File: src/rtl/z_move_sequencer_if.sv
// Command channel and Z stepper handshake bundle for z_move_sequencer.
// The slave modport is the sequencer side; the master modport is the host/stepper side.
interface z_move_sequencer_if;
    logic               cmd_valid;
    logic               cmd_ready;
    logic signed [31:0] cmd_step;
    logic        [31:0] cmd_speed;
    logic               flush;
    logic signed [31:0] stepper_step_in;
    logic        [31:0] stepper_speed;
    logic               start_driving;
    logic               stepper_driving;
    logic signed [31:0] stepper_step_out;

    modport slave (
        input  cmd_valid, cmd_step, cmd_speed, flush, stepper_driving, stepper_step_out,
        output cmd_ready, stepper_step_in, stepper_speed, start_driving
    );

    modport master (
        output cmd_valid, cmd_step, cmd_speed, flush, stepper_driving, stepper_step_out,
        input  cmd_ready, stepper_step_in, stepper_speed, start_driving
    );
endinterface

File: src/rtl/z_move_sequencer.sv
// Buffers Z move commands and issues them one at a time to the stepper stage,
// tracking accumulated position and flagging moves that end early or never start.
module z_move_sequencer #(
    parameter int FIFO_DEPTH    = 4,
    parameter int START_TIMEOUT = 16
) (
    input  logic                          clk,
    input  logic                          reset,
    z_move_sequencer_if.slave             bus,
    output logic                          busy,
    output logic                          done,
    output logic                          fault,
    output logic signed [31:0]            position,
    output logic [$clog2(FIFO_DEPTH):0]   fifo_count
);
    localparam int AW = $clog2(FIFO_DEPTH);
    localparam int CW = AW + 1;
    localparam int TW = $clog2(START_TIMEOUT + 1);
    localparam logic [TW-1:0] TMO_LAST = TW'(START_TIMEOUT - 1);

    typedef enum logic [2:0] {IDLE, ISSUE, RUN, COMPLETE, ABORT} state_t;

    state_t             state_q, state_d;
    logic [63:0]        mem_q [FIFO_DEPTH];
    logic [AW-1:0]      wr_ptr_q, rd_ptr_q;
    logic [CW-1:0]      cnt_q;
    logic signed [31:0] cur_step_q, cur_step_d;
    logic [31:0]        cur_speed_q, cur_speed_d;
    logic signed [31:0] pos_q, pos_d;
    logic [TW-1:0]      tmo_q, tmo_d;
    logic               zero_q, zero_d;
    logic               push, pop;
    logic signed [31:0] head_step;
    logic [31:0]        head_speed;
    logic signed [31:0] executed;

    assign bus.cmd_ready = (cnt_q != CW'(FIFO_DEPTH));
    assign push          = bus.cmd_valid && bus.cmd_ready && !bus.flush;
    assign head_step     = mem_q[rd_ptr_q][63:32];
    assign head_speed    = mem_q[rd_ptr_q][31:0];

    always_ff @(posedge clk) begin
        if (push) mem_q[wr_ptr_q] <= {bus.cmd_step, bus.cmd_speed};
    end

    // Flush drops everything still queued; a command popped this cycle has already left the queue.
    always_ff @(posedge clk) begin
        if (reset || bus.flush) begin
            wr_ptr_q <= '0;
            rd_ptr_q <= '0;
            cnt_q    <= '0;
        end else begin
            if (push) wr_ptr_q <= wr_ptr_q + AW'(1);
            if (pop)  rd_ptr_q <= rd_ptr_q + AW'(1);
            case ({push, pop})
                2'b10:   cnt_q <= cnt_q + CW'(1);
                2'b01:   cnt_q <= cnt_q - CW'(1);
                default: cnt_q <= cnt_q;
            endcase
        end
    end

    always_ff @(posedge clk) begin
        if (reset) begin
            state_q     <= IDLE;
            cur_step_q  <= '0;
            cur_speed_q <= 32'd1;
            pos_q       <= '0;
            tmo_q       <= '0;
            zero_q      <= 1'b0;
        end else begin
            state_q     <= state_d;
            cur_step_q  <= cur_step_d;
            cur_speed_q <= cur_speed_d;
            pos_q       <= pos_d;
            tmo_q       <= tmo_d;
            zero_q      <= zero_d;
        end
    end

    assign executed = cur_step_q - bus.stepper_step_out;

    always_comb begin
        state_d     = state_q;
        cur_step_d  = cur_step_q;
        cur_speed_d = cur_speed_q;
        pos_d       = pos_q;
        tmo_d       = tmo_q;
        zero_d      = zero_q;
        pop         = 1'b0;
        case (state_q)
            IDLE: begin
                // Waiting on stepper_driving also covers a stepper left running across a reset.
                if (cnt_q != '0 && !bus.stepper_driving) begin
                    pop         = 1'b1;
                    cur_step_d  = head_step;
                    cur_speed_d = (head_speed == 32'd0) ? 32'd1 : head_speed;
                    tmo_d       = '0;
                    zero_d      = (head_step[30:0] == 31'd0);
                    state_d     = (head_step[30:0] == 31'd0) ? COMPLETE : ISSUE;
                end
            end
            ISSUE: begin
                if (bus.stepper_driving)   state_d = RUN;
                else if (tmo_q == TMO_LAST) state_d = ABORT;
                else                       tmo_d   = tmo_q + TW'(1);
            end
            RUN: begin
                if (!bus.stepper_driving) state_d = COMPLETE;
            end
            COMPLETE: begin
                if (!zero_q) pos_d = pos_q + executed;
                state_d = IDLE;
            end
            ABORT:   state_d = IDLE;
            default: state_d = IDLE;
        endcase
    end

    assign bus.start_driving   = (state_q == ISSUE);
    assign bus.stepper_step_in = cur_step_q;
    assign bus.stepper_speed   = cur_speed_q;
    assign done                = (state_q == COMPLETE) || (state_q == ABORT);
    assign fault               = (state_q == ABORT) ||
                                 ((state_q == COMPLETE) && !zero_q && (bus.stepper_step_out != 32'sd0));
    assign busy                = (state_q != IDLE) || (cnt_q != '0);
    assign position            = pos_q;
    assign fifo_count          = cnt_q;
endmodule

File: src/flat_wrapper.sv
// flat-port wrapper written by rule: the top's interface ports become plain ports
module z_move_sequencer_flat 
#(
    parameter int FIFO_DEPTH    = 4,
    parameter int START_TIMEOUT = 16
)
  (clk, reset, busy, done, fault, position, fifo_count, bus_cmd_valid, bus_cmd_step, bus_cmd_speed, bus_flush, bus_stepper_driving, bus_stepper_step_out, bus_cmd_ready, bus_stepper_step_in, bus_stepper_speed, bus_start_driving);
  z_move_sequencer_if bus_i ();
  input  logic clk;
  input  logic reset;
  output logic busy;
  output logic done;
  output logic fault;
  output logic signed [31:0] position;
  output logic [$clog2(FIFO_DEPTH):0] fifo_count;
  input wire logic [$bits(bus_i.cmd_valid)-1:0] bus_cmd_valid;
  input wire logic [$bits(bus_i.cmd_step)-1:0] bus_cmd_step;
  input wire logic [$bits(bus_i.cmd_speed)-1:0] bus_cmd_speed;
  input wire logic [$bits(bus_i.flush)-1:0] bus_flush;
  input wire logic [$bits(bus_i.stepper_driving)-1:0] bus_stepper_driving;
  input wire logic [$bits(bus_i.stepper_step_out)-1:0] bus_stepper_step_out;
  output wire logic [$bits(bus_i.cmd_ready)-1:0] bus_cmd_ready;
  output wire logic [$bits(bus_i.stepper_step_in)-1:0] bus_stepper_step_in;
  output wire logic [$bits(bus_i.stepper_speed)-1:0] bus_stepper_speed;
  output wire logic [$bits(bus_i.start_driving)-1:0] bus_start_driving;
  assign bus_i.cmd_valid = bus_cmd_valid;
  assign bus_i.cmd_step = bus_cmd_step;
  assign bus_i.cmd_speed = bus_cmd_speed;
  assign bus_i.flush = bus_flush;
  assign bus_i.stepper_driving = bus_stepper_driving;
  assign bus_i.stepper_step_out = bus_stepper_step_out;
  assign bus_cmd_ready = bus_i.cmd_ready;
  assign bus_stepper_step_in = bus_i.stepper_step_in;
  assign bus_stepper_speed = bus_i.stepper_speed;
  assign bus_start_driving = bus_i.start_driving;
  z_move_sequencer #(.FIFO_DEPTH(FIFO_DEPTH), .START_TIMEOUT(START_TIMEOUT)) u_core (.clk(clk), .reset(reset), .bus(bus_i), .busy(busy), .done(done), .fault(fault), .position(position), .fifo_count(fifo_count));
endmodule
File: config.mk
export PLATFORM = sky130hd
export DESIGN_NAME = z_move_sequencer_flat
export DESIGN_NICKNAME = d
export VERILOG_FILES = /design/src/rtl/z_move_sequencer_if.sv /design/src/rtl/z_move_sequencer.sv /design/src/flat_wrapper.sv
export SDC_FILE = /design/constraint.sdc
export NUM_CORES = 1
export LEC_CHECK = 0
export ABC_CLOCK_PERIOD_IN_PS = 4100
export BUFFER_PORTS_ARGS = -buffer_cell sky130_fd_sc_hd__buf_4
export CAP_MARGIN = 20
export CORE_ASPECT_RATIO = 1.2
export CORE_MARGIN = 2
export CORE_UTILIZATION = 55
export DETAILED_ROUTE_END_ITERATION = 16
export GPL_TIMING_DRIVEN = 1
export PLACE_DENSITY = 0.76
export SYNTH_ARGS = -nofsm -noshare
export SYNTH_HDL_FRONTEND = slang
export SYNTH_SLANG_ARGS = --single-unit
File: constraint.sdc
create_clock -name clk -period 4.1 [get_ports clk]
set_input_delay 0.615 -clock clk [delete_from_list [all_inputs] [get_ports clk]]
set_output_delay 0.615 -clock clk [all_outputs]
set_load 0.005 [all_outputs]
======== Word-level counts from Yosys, hierarchy flattened ========
Memories as Yosys holds them, arrays and structs flattened. A register that Yosys moved wholly into a read port is not among the register bits.
Cells that the tools add are included.
Widths: inputs -> output; s select.
cells by class
  add/subtract/negate cells ............... 7
  equal/unequal tests ..................... 13
  muxes and demuxes ....................... 18
  bitwise operators ....................... 1
  reductions and logical operators ........ 24
operator list
  operator             number
  $add 32x32->32       1
  $logic_not 32->1     1
  $mux 32              1
  $reduce_bool 32->1   1
  $sub 32x32->32       1
  $logic_not 31->1     1
  $mux 5               3
  $mux 3               4
  $pmux 5 s2           1
  $pmux 3 s3           1
  $eq 3x2->1 const B   2
  $mux 2               3
  $ne 2x2->1 const B   3
  $pmux 3 s2           1
  $reduce_bool 3->1    2
  $add 5x1->5 const B  1
  $eq 5x4->1 const B   1
  $logic_and 1x1->1    5
  $add 2x1->2 const B  2
  $logic_or 1x1->1     4
  $mux 1               4
  $reduce_and 2->1     2
  $reduce_and 4->1     1
  $reduce_bool 2->1    2
  other kinds (13)     15
storage, ports and cells
  flip-flop bits (word level) ............. 112
  RAM bits ................................ 256
  bits of input ports ..................... 101
  output and inout bits ................... 104
  word-level logic and storage cells ...... 73
  memories kept ........................... 1
memory list
  memory        depth  width  read ports  clocked after memory_dff  write ports  line                    text
  u_core.mem_q  4      64     1           1                         1            z_move_sequencer.sv:24  logic [63:0] mem_q [FIFO_DEPTH];

======== Longest topological paths before layout ========
  depth in word-level cells ............... 6
  depth in mapped cells ................... 14
  depth with buffers taken out ............ 14

======== Worst setup path before layout ========
No wires, ideal clock.
  path kind ............................... input to register
  start point ............................. in bus_stepper_step_out[1]
  end point ............................... reg u_core.pos_q[28] (netlist: u_core.position[28])
  library setup time ...................... 0.117 ns
  arrival time ............................ 2.967 ns
  data required time ...................... 3.983 ns
  slack ................................... 1.017 ns
  cell stages on the path ................. 10
  path buffers ............................ 0
  cell sequence ........................... fa_1 -> fa_1 -> nor2b_1 -> o211ai_2 -> a31oi_4 -> a221oi_2 -> o41a_1 -> a22oi_2 -> xor2_1 -> a22o_1
on the way
  longest elaborated chain between the ends .. 2
ends and longest elaborated chain
  element                 line                     text
  start: declaration      flat_wrapper.sv:21       input wire logic [$bits(bus_i.stepper_step_out)-1:0] bus_stepper_step_out;
  $sub 32x32->32          z_move_sequencer.sv:81   assign executed = cur_step_q - bus.stepper_step_out;
  $add 32x32->32          z_move_sequencer.sv:112  if (!zero_q) pos_d = pos_q + executed;
  end signal: assignment  z_move_sequencer.sv:75   pos_q <= pos_d;
  end: declaration        z_move_sequencer.sv:29   logic signed [31:0] pos_q, pos_d;
No other way between the ends.
A chain may end at the register's enable or synchronous reset.

======== Worst setup path after layout ========
  start point ............................. reg u_core.cur_step_q[4] (netlist: u_core.bus.stepper_step_in[4])
  end point ............................... reg u_core.pos_q[31] (netlist: u_core.position[31])
on the way
  longest elaborated chain between the ends .. 2
ends and longest elaborated chain
  element                   line                     text
  start: declaration        z_move_sequencer.sv:27   logic signed [31:0] cur_step_q, cur_step_d;
  start signal: assignment  z_move_sequencer.sv:73   cur_step_q <= cur_step_d;
  $sub 32x32->32            z_move_sequencer.sv:81
  $add 32x32->32            z_move_sequencer.sv:112
No other way between the ends.

==> results.md <==
- CTS sink cnt: 370
- Status: completed
- Starting Density: 55.7%
- Post-CTS Setup Repair Bufs: 0
- RSZ-0062 raised after global routing: no
- R2R depth: 12
- Clk_lat worst skew: 0.52 ns
- Clock Skews: 0.0180 ns
- Largest net degree at the start of global routing: 67
- Xor/xnor share of the synthesized area: approximately 1.8%
- Tightest Pin Transition: around 1.0 ns
- Register area share after synthesis: 60.8%
- DRC Markers: 0
- Die Area: about 31000 um^2
- First-pass GRT wire length: 57.4 mm
- Max-cap violation count: 0
- GPL Wtd Cong: 0.868
- Worst Path Class, Setup: reg -> reg
- Gr ovfl total: 0
- Ports: 205
- Hold_ws: 0.289 ns
- Rel. slew slack: a little under a third
- PostCTS Resize Cnt: 0
- Slowest-stage cell, CP: fa_1
- Reg clk slew, reported paths: ~0.060 ns
- Power Dens Cells: 403 nW/um^2
- Gr usage total: between 20% and 30%
- Routed len/inst: 19.6 um
- Die W: ~160 um
- Root Buffer: clkbuf_16
- Hold Path Depth: 1
- H-tree depth: 2
- R2r setup slk: 0.70 ns
- Hold Fails Final Rpt: 0
- Core footprint: 29400 um^2
- Async S/R FF share, synth: 0%
- Synth Flop Type: edfxtp_1
- Origin of the critical flop-to-flop path: u_core.bus.stepper_step_in[4]
- Post-DRT Antenna Nets: 0
- Nets: 1633
- DP Area: around 18000 um^2
- Yosys cell types: 66
- Yosys warns: 0
- CP endpoint kind: flip-flop
- Post-DP HPWL: 26.1 mm
- CP arrival: about 3.8 ns
- Num CTS Buffers: 37
- Worst vdd ir: 0.341 mV
- Antenna violations before repair: 4
- Net count after synthesis: around 1400
- Post-CTS Hold Buffers: 0
- TritonCTS clock tree: built
- FF-to-FF End: u_core.position[31]
- Leakage Power: 7.24 nW
- Total routed wirelength: 36.8 mm
- Max Clock Freq: 294 MHz
- Synthesis-to-finish area growth: 19.1%
- Worst Hold Endpoint: u_core.mem_q[3][18]
- Synth Area in Compound Gates: 8.08%
- Drt first-iter violations: 609
- Final setup violating endpoints: 0
- Post-synthesis adder-cell area fraction: under 10%
- CP peak stage delay: around 0.53 ns
- Startpoint types: flip-flop
- Post-synthesis mux area share: 9.06%
- Final Max Slew Viols: 0
- Place WS: 0.514 ns
- Total number of vias: 10600
- Flops & latches, synth: 370
- Crit path cell chain: inv_1 -> fa_1 -> inv_1 -> ha_1 -> a21oi_2 -> nand2_1 -> o21ai_2 -> o21ai_1 -> a31oi_1 -> nor2_1 -> a31oi_1 -> o211ai_1
- Simple-gate area share of the yosys netlist: under 10%
- Number of synthesized flops with an enable pin: 256
- Syn_area_per_cell: 13.1 um^2
- Die Ht: between 150 and 200 um
- Buffers on Ports: 204
- FP Rows: slightly below 70
- Mapped cell area: 16400 um^2
- Worst Path Max Fanout: 6
- Most frequent cells in the layout: edfxtp_1, buf_4, nand2_1, inv_1, dfxtp_1
- Worst Hold Class: in -> reg
- Via-to-Cell Ratio: 5.61
- Longest Clk Path Bufs: 3
- Most common cell after layout, fill and taps aside: edfxtp_1
- First-pass DRT Iterations: 5
- Largest family of logic cells by synthesized area: multiplexers
- Layout cells sized above 1: 24.0%
- Final setup TNS: 0 ns
- Post-Synthesis Cells: ~1300
- PnR worst setup slack: a little under 0.7 ns
- Minimum clock period: 3.40 ns
- Fin crit share: slightly above 80%
- Design Area, Final: approximately 20000 um^2
- Number of global-route vias before repair: 10700
- Required @ worst endpoint: 4.50 ns
- Min-delay src: bus_cmd_speed[18]
==> cell usage after synthesis, types with 6 or more instances <==
cell,count,share of area (%)
mux4_1,6,0.96
xnor2_1,21,1.1
o21ai_1,7,0.21
nand4_1,12,0.46
ha_1,39,3.0
fa_1,32,3.9
o31ai_1,6,0.27
buf_2,6,0.18
nor4_1,23,0.88
nor3_1,8,0.24
a31oi_1,9,0.34
xor2_1,13,0.69
a21oi_1,106,3.2
nand3_1,13,0.40
a22o_1,11,0.59
nor2_1,39,0.89
o21ai_0,18,0.55
a21o_1,18,0.82
dfxtp_1,114,14
and3_1,8,0.31
clkbuf_1,35,0.80
nand2_1,177,4.1
and2_1,7,0.27
edfxtp_1,256,47
inv_1,138,3.2
mux4_2,58,8.0
==> how the worst max path moves through the flow <==
| stage | end | cells past startpoint | startpoint |
|---|---|---|---|
| after global placement | u_core.position[23] | 12 | bus_stepper_step_out[4] |
| after global routing | u_core.position[23] | 12 | u_core.bus.stepper_step_in[4] |
| after detailed placement | u_core.position[29] | 12 | bus_stepper_step_out[4] |
| after floorplan | u_core.position[28] | 10 | bus_stepper_step_out[1] |
| after CTS | u_core.position[29] | 12 | u_core.bus.stepper_step_in[4] |
| final | u_core.position[31] | 12 | u_core.bus.stepper_step_in[4] |
==> per-stage QoR <==
stage	cells	total power [mW]	utilization (%)
2_1_floorplan	1254	4.43	-
3_3_place_gp	1812	4.64	62.3
3_5_place_dp	1812	4.66	62.3
4_1_cts	1880	7.93	66.3
5_1_grt	1881	8.11	66.3
6_report	1882	7.87	66.3
==> logic make-up (layout without fill, tap and decap cells) <==
kind of cell,Yosys count,count (layout)
DFF,370,370
and+or+nand+nor,310,310
AOI/OAI and AO/OA,210,210
buffers and inverters,193,429
adders and majority gates,71,71
muxes,66,66
xor gates and xnor gates,34,34
other,0,2
==> area by class of cell <==
type,count,area [um^2]
Sequential cell,370,9970
Fill cell,2127,9930
Multi-Input combinational cell,691,5650
Timing Repair Buffer,222,1690
Clock buffer,51,1010
Inverter,139,522
Tap cell,390,488
Clock inverter,17,165
Antenna cell,2,5.00
==> layer usage <==
| layer | vias up | GRT usage [%] | part of all wire, % |
|---|---|---|---|
| li1 | 4956 | - | - |
| met1 | 5194 | 28.2 | 39 |
| met2 | 341 | 44.3 | 53 |
| met3 | 61 | 4.60 | 6.1 |
| met4 | 4 | 6.90 | 2.2 |
| met5 | - | 0 | 0.071 |
==> sequential cells by signal (all words and copies together) (netlist names), 3 cells and up, named ones only <==
register	cells
u_core.mem_q	256
u_core.bus.stepper_speed	32
u_core.bus.stepper_step_in	32
u_core.position	32
u_core.tmo_q	5
u_core.fifo_count	3
u_core.state_q	3
==> report_power, final <==
group          internal [mW]  switching (mW)  total [mW]  leakage [nW]
combinational          0.216           0.281       0.497          3.42
clock                   1.88            1.41        3.29         0.576
sequential              4.05          0.0285        4.08          3.25
==> worst max-delay path: cells and delay by family, from the launching register on <==
family,cells,cell delay [ns]
flip-flops,1,0.40
buffers and inverters,2,0.13
adder cells (fa/ha/maj),2,0.91
AND/OR/NAND/NOR,2,0.29
AO/OA/AOI/OAI,6,1.55
Power figures use the tool's default switching activity.
